`src/rtl/clean_pulse_meter_pkg.sv`:
```
// clean_pulse_meter_pkg: state encoding and default widths shared by the pulse meter files
package clean_pulse_meter_pkg;
  localparam logic [1:0] ST_IDLE = 2'd0;
  localparam logic [1:0] ST_HIGH = 2'd1;
  localparam logic [1:0] ST_LOW  = 2'd2;
  localparam int CNT_W_DEF  = 32;
  localparam int DROP_W_DEF = 16;
endpackage

```
`src/rtl/clean_pulse_meter_sat.sv`:
```
// sat_counter: counter that loads to 1 and saturates at all-ones instead of wrapping
module sat_counter #(
  parameter int W = 8
) (
  input  logic         clk,
  input  logic         resetn,
  input  logic         load,
  input  logic         inc,
  output logic [W-1:0] q,
  output logic         sat
);
  assign sat = &q;
  always_ff @(posedge clk or negedge resetn)
    if (!resetn) q <= '0;
    else if (load) q <= W'(1);
    else if (inc && !sat) q <= q + 1'b1;
endmodule

```
`src/rtl/clean_pulse_meter.sv`:
```
// clean_pulse_meter: measures high time and rise-to-rise period of a clean level
// and offers each result on a single-entry valid/ready output register.
module clean_pulse_meter
  import clean_pulse_meter_pkg::*;
#(
  parameter int CNT_W  = CNT_W_DEF,
  parameter int DROP_W = DROP_W_DEF
) (
  input  logic              clk,
  input  logic              resetn,
  input  logic              clean,
  input  logic              en,
  output logic              m_valid,
  input  logic              m_ready,
  output logic [CNT_W-1:0]  m_high,
  output logic [CNT_W-1:0]  m_period,
  output logic              m_ovf,
  output logic [DROP_W-1:0] drop_cnt
);
  logic             r_clean_d, r_valid, r_ovf;
  logic [1:0]       r_state, w_next;
  logic [CNT_W-1:0] r_high, r_period, w_hi, w_per;
  logic             w_rise, w_fall, w_done, w_load, w_hi_inc, w_per_inc;
  logic             w_hi_sat, w_per_sat, w_drop_inc, w_drop_sat;

  assign w_rise     = clean & ~r_clean_d;
  assign w_fall     = ~clean & r_clean_d;
  assign w_done     = en & (r_state == ST_LOW) & w_rise;
  assign w_load     = en & w_rise & (r_state == ST_IDLE || r_state == ST_LOW);
  assign w_hi_inc   = en & (r_state == ST_HIGH) & ~w_fall;
  assign w_per_inc  = en & (r_state == ST_HIGH || r_state == ST_LOW);
  assign w_drop_inc = w_done & r_valid & ~m_ready & ~w_drop_sat;

  always_comb
    w_next = !en ? ST_IDLE :
             (r_state == ST_IDLE && w_rise) ? ST_HIGH :
             (r_state == ST_HIGH && w_fall) ? ST_LOW :
             (r_state == ST_LOW && w_rise) ? ST_HIGH :
             (r_state == ST_HIGH || r_state == ST_LOW) ? r_state : ST_IDLE;

  always_ff @(posedge clk or negedge resetn)
    if (!resetn) begin
      r_clean_d <= 1'b0;
      r_state   <= ST_IDLE;
    end else begin
      r_clean_d <= clean;
      r_state   <= w_next;
    end

  // A completion is taken whenever the slot is free or being emptied this cycle
  always_ff @(posedge clk or negedge resetn)
    if (!resetn) begin
      r_valid  <= 1'b0;
      r_high   <= '0;
      r_period <= '0;
      r_ovf    <= 1'b0;
    end else if (w_done && (!r_valid || m_ready)) begin
      r_valid  <= 1'b1;
      r_high   <= w_hi;
      r_period <= w_per;
      r_ovf    <= w_hi_sat | w_per_sat;
    end else if (m_ready) begin
      r_valid  <= 1'b0;
    end

  sat_counter #(.W(CNT_W)) u_hi_cnt (
    .clk(clk), .resetn(resetn), .load(w_load), .inc(w_hi_inc), .q(w_hi), .sat(w_hi_sat)
  );
  sat_counter #(.W(CNT_W)) u_per_cnt (
    .clk(clk), .resetn(resetn), .load(w_load), .inc(w_per_inc), .q(w_per), .sat(w_per_sat)
  );
  sat_counter #(.W(DROP_W)) u_drop_cnt (
    .clk(clk), .resetn(resetn), .load(1'b0), .inc(w_drop_inc), .q(drop_cnt), .sat(w_drop_sat)
  );

  assign m_valid  = r_valid;
  assign m_high   = r_high;
  assign m_period = r_period;
  assign m_ovf    = r_ovf;
endmodule
```
`config.mk`:
```
export PLATFORM = sky130hd
export DESIGN_NAME = clean_pulse_meter
export DESIGN_NICKNAME = d
export VERILOG_FILES = /design/src/rtl/clean_pulse_meter_pkg.sv /design/src/rtl/clean_pulse_meter_sat.sv /design/src/rtl/clean_pulse_meter.sv
export SDC_FILE = /design/constraint.sdc
export NUM_CORES = 1
export LEC_CHECK = 0
export BUFFER_PORTS_ARGS = -buffer_cell sky130_fd_sc_hd__buf_4
export CORE_MARGIN = 2
export CORE_UTILIZATION = 45
export CTS_CLUSTER_SIZE = 40
export DETAILED_ROUTE_END_ITERATION = 7
export PLACE_DENSITY = 0.69
export SLEW_MARGIN = 15
export SYNTH_ARGS = -nofsm -noshare
export SYNTH_HDL_FRONTEND = slang
export SYNTH_HIERARCHICAL = 1
export SYNTH_SLANG_ARGS = --single-unit
```
`constraint.sdc`:
```
create_clock -name clk -period 5.16 [get_ports clk]
set_input_delay 1.032 -clock clk [delete_from_list [all_inputs] [get_ports clk]]
set_output_delay 1.032 -clock clk [all_outputs]
set_load 0.02 [all_outputs]
```
==> qor.txt <==
Root Buffer: clkbuf_16
worst-path fanout max: 6
# nets final: 765
drt pass-1 iters: 5
clock latency on the worst-skew pair: 0.42 ns
Post-CTS Setup Inserts: 0
fin cells: 985
Cell Area, Synth: 7710 µm²
antenna fix cells: 0
setup TNS: 0 ns
width of the die: 135 µm
Clock Sinks: 149
kind of end point of the critical path: register
area of the multi-input gates: 3670 µm²
PwrDens: 274 nW/µm²
largest net degree at the start of global routing: 107
TritonCTS Buffers: 17
#FFs+latches synth: 149
period utilization: 0.589
DR iter-0 viols: 377
syn_area_per_cell: 11.5 µm²
outcome: finished, final reports clean
routability congestion estimate: 0.841
Pint: 1.90 mW
GRT overflow: 0
routed length per instance: 16.8 µm
Comb pwr share: 0.042
DRC: 0
YS warnings: 6
Starting Density: 0.463
first-pass GRT wire length: 27800 µm
post-synthesis cell type count: 66
Worst R2R Start: u_drop_cnt/q[0]$_DFFE_PN0P_
Post-synth EDFFs: 0
Worst Setup SP: u_drop_cnt/q[0]$_DFFE_PN0P_
vias after detailed routing: 5549
Layout fillers: 1428
switch share: 0.229
Hold Path Depth: 1
Clock Tree Buf Depth: 2
TritonCTS clock tree: done
CP Class: register to register
Inst Count DP: 954
CP arrival: 3.33 ns
final setup margin: 2.12 ns
die height: 135 µm
worst hold start: m_high[1]$_DFFE_PN0P_
dpl ws: 1.72 ns
Hold EP: m_high[1]$_DFFE_PN0P_
Post-Route WL: 16500 µm
clock-pin slew on the worst setup and hold paths: 0.06 ns
Finished Cell Area: 9010 µm²
nature of the critical path startpoint: register
CORE AREA: 16600 µm²
die area: 18200 µm²
Static Leak: 4.05 nW
port buffer count: 86
register area: 3730 µm²
Routed Antenna Nets: 0
maxcap violations: 0
RSZ-0062 raised after global routing: false
share of cells above drive strength 1: 0.316
Net Sw Power: 565 µW
initial antenna violation count: 0
flop2flop setup slack: 2.12 ns
Post-DP Area: 8450 µm²
Synth-to-Final Area Change: 16.8%
peak supply drop: 0.214 mV
num ports: 87
fin crit period: 3.04 ns
WP data required: 5.46 ns
Post-CTS Resized: 0
relative slew slack: 0.341
Final Hold Fails: 0
hold-fix buffers at CTS: 0
main flop type after synthesis: dfrtp_1
register area share after synthesis: 0.483
Detailed Place HPWL: 11200 µm
max-slew violation count: 0
power share of the clock group: 0.465
gr usage total: 0.190
Worst-Margin Slew: 0.989 ns
# rows: 47
reg2reg end: u_drop_cnt/q[9]$_DFFE_PN0P_
vias in the first global route: 5417
synthesized instance count: 671
clk_skew: 0.00850 ns
register share of total power: 0.493
vias per cell: 5.63
path depth of the worst reg2reg path: 8
Min-Delay Path Class: register to register
asr flop ratio synth: 1.00
H-tree depth: 4
Peak Freq: 329 MHz
Setup-failing EPs final: 0
Layout Utilization: 0.541
[registers in the layout, summed over array words and instances (netlist names)]
signal,flops
m_valid,1
u_drop_cnt/q,16
u_hi_cnt/q,32
u_per_cnt/q,32
m_period,32
m_ovf,1
m_high,32
r_state,2
r_clean_d,1
[how the worst max path moves through the flow]
stage               slack, ns                     endpoint  cells past startpoint
global route             1.92  u_drop_cnt/q[9]$_DFFE_PN0P_                      8
CTS                      2.14  u_drop_cnt/q[9]$_DFFE_PN0P_                      8
floorplan                2.33   u_hi_cnt/q[30]$_DFFE_PN0P_                      7
global placement         1.82   u_hi_cnt/q[30]$_DFFE_PN0P_                      8
detailed placement       1.72   u_hi_cnt/q[30]$_DFFE_PN0P_                      8
finish                   2.12  u_drop_cnt/q[9]$_DFFE_PN0P_                      8
[kinds of logic after synthesis]
kind of cell             share of synthesized area
buffers and inverters                       0.0409
AO/OA/AOI/OAI                                0.101
adder cells (fa/ha/maj)                    0.00973
AND/OR/NAND/NOR                              0.203
other                                     0.000486
XOR/XNOR                                    0.0250
flip-flops                                   0.483
multiplexers                                 0.136
[power groups by stage]
| stage | sequential [mW] | clock, mW | combinational, mW |
|---|---|---|---|
| 6_report | 1.21 | 1.15 | 0.103 |
| 5_1_grt | 1.22 | 1.23 | 0.120 |
| 4_1_cts | 1.22 | 1.17 | 0.105 |
| 3_5_place_dp | 1.24 | 0 | 0.104 |
| 3_3_place_gp | 1.24 | 0 | 0.101 |
| 2_1_floorplan | 1.23 | 0 | 0.0558 |
[synthesized netlist by cell type, drive strengths merged (10+ instances only)]
library cell | n | area share
nor2b | 11 | 0.0099
dfrtp | 149 | 0.48
a21oi | 33 | 0.021
o31ai | 10 | 0.013
inv | 20 | 0.0097
nand2 | 34 | 0.017
nand3 | 30 | 0.021
xnor2 | 13 | 0.015
nor4 | 12 | 0.014
buf | 20 | 0.028
or3 | 22 | 0.019
nand2b | 10 | 0.0091
and3 | 10 | 0.0084
nor2 | 52 | 0.025
mux2 | 72 | 0.13
nor3 | 15 | 0.011
or4 | 23 | 0.024
o21ai | 22 | 0.014
nand4 | 21 | 0.023
[worst max-delay path, stage by stage (launching register included)]
cell	delay (ns)
dfrtp_1	0.42
ha_1	0.28
nand4_1	0.24
nor4_4	0.10
nor3_1	0.50
nand4_1	0.29
or2_1	0.33
nor4b_1	0.37
mux2_2	0.38
[stage by stage]
stage,total power [mW],hold WS [ns]
5_1_grt,2.56,0.528
3_3_place_gp,1.34,0.493
6_report,2.47,0.509
2_1_floorplan,1.29,0.477
3_5_place_dp,1.34,0.495
4_1_cts,2.50,0.514
[cell type report]
| type | count | share of cell area |
|---|---|---|
| clock buffer | 20 | 0.0507 |
| multi-input combinational | 476 | 0.408 |
| sequential | 149 | 0.414 |
| timing repair buffer | 90 | 0.0796 |
| inverter | 20 | 0.00833 |
| tap | 220 | 0.0306 |
| clock inverter | 10 | 0.00930 |
[cells in the final DEF, fill, tap and decap left out, types with 9 or more instances in the layout]
| cell | count |
|---|---|
| a21oi_1 | 33 |
| a31oi_1 | 9 |
| buf_4 | 86 |
| clkbuf_16 | 17 |
| dfrtp_1 | 149 |
| inv_1 | 20 |
| mux2_2 | 19 |
| mux2_4 | 53 |
| nand2_1 | 34 |
| nand2b_1 | 9 |
| nand3_1 | 28 |
| nand4_1 | 18 |
| nor2_1 | 52 |
| nor2b_1 | 10 |
| nor3_1 | 13 |
| o21ai_0 | 22 |
| or3_1 | 14 |
| or4_1 | 13 |
| or4_2 | 10 |
| xnor2_1 | 13 |
| xor2_1 | 9 |
[metal layers]
| layer | part of all wire | vias up | track usage |
|---|---|---|---|
| met2 | 0.48 | 131 | 0.298 |
| met4 | 0.019 | 0 | 0.0632 |
| met5 | 0 | - | 0 |
| met3 | 0.045 | 21 | 0.0443 |
| met1 | 0.46 | 2746 | 0.261 |
| li1 | - | 2651 | - |
(Power assumes the default switching activity.)
